File: config.mk
export PLATFORM = sky130hd
export DESIGN_NAME = hazard_scoreboard
export DESIGN_NICKNAME = d
export VERILOG_FILES = /design/src/rtl/hazard_scoreboard_pkg.sv /design/src/rtl/hazard_scoreboard_match.sv /design/src/rtl/hazard_scoreboard.sv
export SDC_FILE = /design/constraint.sdc
export NUM_CORES = 1
export LEC_CHECK = 0
export ABC_AREA = 1
export BUFFER_PORTS_ARGS = -buffer_cell sky130_fd_sc_hd__clkbuf_2
export CAP_MARGIN = 15
export CORE_MARGIN = 2
export CORE_UTILIZATION = 50
export DETAILED_ROUTE_END_ITERATION = 6
export PLACE_DENSITY = 0.7
export SKIP_CTS_REPAIR_TIMING = 1
export SLEW_MARGIN = 20
export SYNTH_ARGS = -nofsm -noshare
export SYNTH_HDL_FRONTEND = slang
export SYNTH_HIERARCHICAL = 1
export SYNTH_SLANG_ARGS = --single-unit
File: constraint.sdc
create_clock -name clk -period 5.8 [get_ports clk]
set_clock_uncertainty 0.05 [all_clocks]
set_input_delay 0.58 -clock clk [delete_from_list [all_inputs] [get_ports clk]]
set_output_delay 0.58 -clock clk [all_outputs]
set_load 0.05 [all_outputs]
File: src/rtl/hazard_scoreboard_pkg.sv
// Shared types and encodings for the E/M/W hazard scoreboard and its match units.
package hazard_scoreboard_pkg;

  localparam int SB_REG_AW    = 5;
  localparam int SB_TW        = 2;
  localparam int MULT_CYC_DEF = 5;
  localparam int DIV_CYC_DEF  = 10;

  localparam logic [1:0] FWD_RF = 2'd0;
  localparam logic [1:0] FWD_E  = 2'd1;
  localparam logic [1:0] FWD_M  = 2'd2;
  localparam logic [1:0] FWD_W  = 2'd3;

  localparam logic [SB_TW-1:0] TUSE_NONE = 2'd3;

  typedef struct packed {
    logic                 valid;
    logic [SB_REG_AW-1:0] waddr;
    logic [SB_TW-1:0]     tnew;
  } slot_t;

  function automatic logic slot_hits(slot_t s, logic [SB_REG_AW-1:0] src);
    return s.valid && (s.waddr != '0) && (s.waddr == src);
  endfunction

  // One stage of ageing: the remaining latency counts down and sticks at zero.
  function automatic slot_t slot_age(slot_t s);
    slot_t r;
    r = s;
    if (s.tnew != '0) r.tnew = s.tnew - 1'b1;
    return r;
  endfunction

endpackage

File: src/rtl/hazard_scoreboard_match.sv
// Finds the youngest E/M/W slot writing a given source register and reports its remaining Tnew.
module hazard_match
  import hazard_scoreboard_pkg::*;
(
  input  logic [SB_REG_AW-1:0] src,
  input  slot_t                e_slot,
  input  slot_t                m_slot,
  input  slot_t                w_slot,
  output logic [1:0]           hit_stage,
  output logic [SB_TW-1:0]     hit_tnew
);

  // Later assignments win, so the youngest matching stage has the final say.
  always_comb begin
    hit_stage = FWD_RF;
    hit_tnew  = '0;
    if (slot_hits(w_slot, src)) begin
      hit_stage = FWD_W;
      hit_tnew  = w_slot.tnew;
    end
    if (slot_hits(m_slot, src)) begin
      hit_stage = FWD_M;
      hit_tnew  = m_slot.tnew;
    end
    if (slot_hits(e_slot, src)) begin
      hit_stage = FWD_E;
      hit_tnew  = e_slot.tnew;
    end
  end

endmodule

File: src/rtl/hazard_scoreboard.sv
// Tuse/Tnew hazard scoreboard: D-stage stall, D/E/M forwarding selects and HI/LO busy tracking.
module hazard_scoreboard
  import hazard_scoreboard_pkg::*;
#(
  parameter int REG_AW   = SB_REG_AW,
  parameter int TW       = SB_TW,
  parameter int MULT_CYC = MULT_CYC_DEF,
  parameter int DIV_CYC  = DIV_CYC_DEF,
  parameter int CW       = 4
) (
  input  logic              clk,
  input  logic              reset,
  input  logic              d_valid,
  input  logic [REG_AW-1:0] d_rs,
  input  logic [REG_AW-1:0] d_rt,
  input  logic [TW-1:0]     d_tuse_rs,
  input  logic [TW-1:0]     d_tuse_rt,
  input  logic [REG_AW-1:0] d_waddr,
  input  logic [TW-1:0]     d_tnew,
  input  logic              d_md_use,
  input  logic              d_md_start,
  input  logic              d_md_div,
  output logic              stall,
  output logic [1:0]        fwd_d_rs,
  output logic [1:0]        fwd_d_rt,
  output logic [1:0]        fwd_e_rs,
  output logic [1:0]        fwd_e_rt,
  output logic              fwd_m_rt,
  output logic              md_busy
);

  slot_t             e_q, e_d, m_q, m_d, w_q, w_d;
  logic [REG_AW-1:0] e_rs_q, e_rs_d, e_rt_q, e_rt_d, m_rt_q, m_rt_d;
  logic [CW-1:0]     cnt_q, cnt_d;

  slot_t             slot_none;
  slot_t             m_ready;
  logic [1:0]        d_rs_hit, d_rt_hit, e_rs_hit, e_rt_hit;
  logic [TW-1:0]     d_rs_tnew, d_rt_tnew, e_rs_tnew, e_rt_tnew;
  logic              rs_late, rt_late;

  assign slot_none = '0;

  // E consumers may only take M once its result exists; otherwise W is the next candidate.
  always_comb begin
    m_ready       = m_q;
    m_ready.valid = m_q.valid && (m_q.tnew == '0);
  end

  hazard_match u_d_rs (.src(d_rs),   .e_slot(e_q),       .m_slot(m_q),     .w_slot(w_q),
                       .hit_stage(d_rs_hit), .hit_tnew(d_rs_tnew));
  hazard_match u_d_rt (.src(d_rt),   .e_slot(e_q),       .m_slot(m_q),     .w_slot(w_q),
                       .hit_stage(d_rt_hit), .hit_tnew(d_rt_tnew));
  hazard_match u_e_rs (.src(e_rs_q), .e_slot(slot_none), .m_slot(m_ready), .w_slot(w_q),
                       .hit_stage(e_rs_hit), .hit_tnew(e_rs_tnew));
  hazard_match u_e_rt (.src(e_rt_q), .e_slot(slot_none), .m_slot(m_ready), .w_slot(w_q),
                       .hit_stage(e_rt_hit), .hit_tnew(e_rt_tnew));

  always_comb begin
    md_busy  = (cnt_q != '0);
    rs_late  = (d_tuse_rs != TUSE_NONE) && (d_rs_hit != FWD_RF) && (d_rs_tnew > d_tuse_rs);
    rt_late  = (d_tuse_rt != TUSE_NONE) && (d_rt_hit != FWD_RF) && (d_rt_tnew > d_tuse_rt);
    stall    = d_valid && (rs_late || rt_late || (d_md_use && md_busy));
    fwd_d_rs = (d_rs_tnew == '0) ? d_rs_hit : FWD_RF;
    fwd_d_rt = (d_rt_tnew == '0) ? d_rt_hit : FWD_RF;
    fwd_e_rs = e_rs_hit;
    fwd_e_rt = e_rt_hit;
    fwd_m_rt = slot_hits(w_q, m_rt_q);
  end

  always_comb begin
    w_d    = slot_age(m_q);
    m_d    = slot_age(e_q);
    m_rt_d = e_rt_q;
    if (stall) begin
      e_d    = '0;
      e_rs_d = '0;
      e_rt_d = '0;
    end else begin
      e_d    = '{valid: d_valid, waddr: d_waddr, tnew: d_tnew};
      e_rs_d = d_rs;
      e_rt_d = d_rt;
    end
    if (d_valid && d_md_start && !stall) begin
      cnt_d = d_md_div ? CW'(DIV_CYC) : CW'(MULT_CYC);
    end else if (cnt_q != '0) begin
      cnt_d = cnt_q - 1'b1;
    end else begin
      cnt_d = cnt_q;
    end
  end

  // Stage boundary: D -> E -> M -> W plus the HI/LO busy counter.
  always_ff @(posedge clk or posedge reset) begin
    if (reset) begin
      e_q    <= '0;
      m_q    <= '0;
      w_q    <= '0;
      e_rs_q <= '0;
      e_rt_q <= '0;
      m_rt_q <= '0;
      cnt_q  <= '0;
    end else begin
      e_q    <= e_d;
      m_q    <= m_d;
      w_q    <= w_d;
      e_rs_q <= e_rs_d;
      e_rt_q <= e_rt_d;
      m_rt_q <= m_rt_d;
      cnt_q  <= cnt_d;
    end
  end

endmodule

==> run_results.csv <==
group,metric,value,unit
floorplanning,floorplan.initialDensity,0.5219,
global_routing,antenna_found_initial,0,
cells_and_area,nets,615,
drt,drt-wirelength-per-cell,11.00,um
global_routing,via_count_of_the_first_global_routing_pass,2890,
cells_and_area,syn_to_final_growth,13.06,%
cells_and_area,filler_cell_count_in_the_final_layout,650,
pwr,power.density_cell_area,237.0,nW/um2
global_routing,grt_first_pass_wirelength,12880,um
sta,fin_crit,3.715,ns
worst_setup_path,timing.setup.critical_path_class,"register to output port",
cells_and_area,layout.cells.most_common,"nand2_1",
cts,tritoncts.num_buffers,5,
place,port_buffers,37,
cts,clk_pin_slew,0.08,ns
cts,clock-root-buffer,"clkbuf_8",
sta,final_min_period_over_clock_period,0.6404,
run_status,status,"complete, no violations",
worst_setup_path,timing.critical_path.mode_cell,"nor2_1",
cts,clock_latency,0.29,ns
sta,slew_viol_final,0,
drt,detailedRoute.firstIterationViolations,116,
yosys,syn_avg_cell_area,6.447,um2
worst_setup_path,cpPeakStageDelay,0.62,ns
pwr,irDropWorstVdd,176.0,uV
sta,timing.fmax,0.2692,GHz
floorplanning,placement_rows,29,
worst_setup_path,critical-path-slowest-cell,"dfrtp_1",
global_routing,grtUsageTotal,0.2198,
sta,worst_slew_pin_slew,0.6303,ns
sta,setup_viol,0,
yosys,syn_area,3333,um2
cells_and_area,layout.cells.most_common_list,"nand2_1 (131), inv_1 (106), nor2_1 (66), dfrtp_1 (43), clkbuf_2 (37)",
floorplanning,die_w,85.65,um
worst_setup_path,critical_path_peak_fanout,18,
cts,tritoncts,"built",
floorplanning,ioPinCount,38,
worst_setup_path,critPathRequiredTime,5.17,ns
drt,first_pass_iters,4,
worst_setup_path,cp_data_arrival_time,3.08,ns
sta,rsz0062_at_grt,"no",
sta,count_of_endpoints_failing_hold_in_the_final_timing_report,0,
cts,numClockSinks,43,
drt,vias_per_cell,4.634,
yosys,synth-warning-count,6,
cells_and_area,final_layout_size_suffix_gt1_frac,0.1993,
pwr,power.total,0.8930,mW
place,routabilityCongestion,0.8340,
sta,tns,0,ns
drt,drt-total-wl,7248,um
place,dp_hpwl,5632,um
cts,htree_num_levels,2,
flow_run,cap_viol_max_count,0,
worst_setup_path,critPathLaunchType,"register",
cells_and_area,antenna_cells_inserted,0,
pwr,cellLeakagePower,2.245,nW
worst_hold_path,hold_class,"input pin to asynchronous set/reset pin",
drt,drcViolationCount,0,
sta,timing.slew.headroom,0.5789,
drt,vias,3054,
drt,final_antenna_net_count,0,
floorplanning,floorplan.die_area,7335,um2
cts,max-clock-path-buffers,2,
global_routing,grt_start_max_net_pins,44,
yosys,number_of_instances_in_the_synthesized_netlist,517,
worst_setup_path,critical_path.endpoint_type,"output port",
floorplanning,die_h,85.65,um
global_routing,overflow_left_after_global_routing,0,
worst_setup_path,timing.critical_path.cells,"inv_1, a21oi_1, nand2_1, nor2_1, nand4_1, nor2_1, nor2_1, nor2_1, ha_1, nand2_1, nand2_1, nor2_1, nand2_1, nand3_2, nand2_4, inv_6, clkbuf_2",
floorplanning,core_area,6386,um2
## per-layer routing
| metal | GRT usage | routed length [um] | up-vias |
|---|---|---|---|
| met4 | 0.05339 | 81 | 0 |
| met2 | 0.4020 | 3583 | 47 |
| met5 | 0 | 0 | - |
| met3 | 0.03080 | 208 | 7 |
| li1 | - | - | 1657 |
| met1 | 0.2728 | 3375 | 1343 |
## area by class of cell
cell class | instances | area, um2 | area share
Clock buffer | 6 | 82.58 | 0.02191
Clock inverter | 1 | 5.005 | 0.001328
Inverter | 123 | 466.7 | 0.1238
Multi-Input combinational cell | 371 | 1849 | 0.4907
Timing Repair Buffer | 38 | 192.7 | 0.05113
Sequential cell | 43 | 1076 | 0.2855
Tap cell | 77 | 96.34 | 0.02556
## critical path, delay by kind of cell (launching register included)
kind	cells	cell delay, ns
compound gates	1	0.13
buf+inv	3	0.56
simple gates	12	1.16
flops	1	0.62
fa+ha+maj	1	0.29
## state kept, by name (all words and copies together), names as in the netlist
name,count
m_q,8
e_q,8
w_q,8
e_rs_q,5
cnt_q,4
m_rt_q,5
e_rt_q,5
## metrics by stage
step | hold WS (ns) | setup WS [ns] | cells | utilization | instance area, um2
after floorplan | 0.3175 | 2.739 | 538 | - | 3412
after global placement | 0.3299 | 2.353 | 652 | 0.5764 | 3681
after detailed placement | 0.3276 | 2.258 | 652 | 0.5764 | 3681
after CTS | 0.3451 | 2.086 | 659 | 0.5901 | 3769
after global routing | 0.3641 | 1.777 | 659 | 0.5901 | 3769
final | 0.3414 | 2.085 | 659 | 0.5901 | 3769
## report_power, final
| group | internal [mW] | switching, mW |
|---|---|---|
| registers | 0.341 | 0.0643 |
| logic | 0.114 | 0.184 |
| clock network | 0.0934 | 0.0952 |
| total | 0.549 | 0.344 |
## path summary, 6_finish.rpt
| check | start | endpoint | slack, ns | cells past startpoint |
|---|---|---|---|---|
| worst min register to register | e_rt_q[4]$_DFF_PP0_ | m_rt_q[4]$_DFF_PP0_ | 0.34 | 0 |
| max in group asynchronous | reset | m_q[2]$_DFF_PP0_ | 5.01 | 3 |
| min in group clk | e_rt_q[4]$_DFF_PP0_ | m_rt_q[4]$_DFF_PP0_ | 0.34 | 0 |
| worst min-delay path | reset | e_q[4]$_DFF_PP0_ | 0.34 | 3 |
| worst max-delay path | w_q[2]$_DFF_PP0_ | stall | 2.09 | 17 |
| worst max register to register | w_q[2]$_DFF_PP0_ | cnt_q[1]$_DFFE_PP0P_ | 3.08 | 19 |
(Power assumes the default switching activity.)
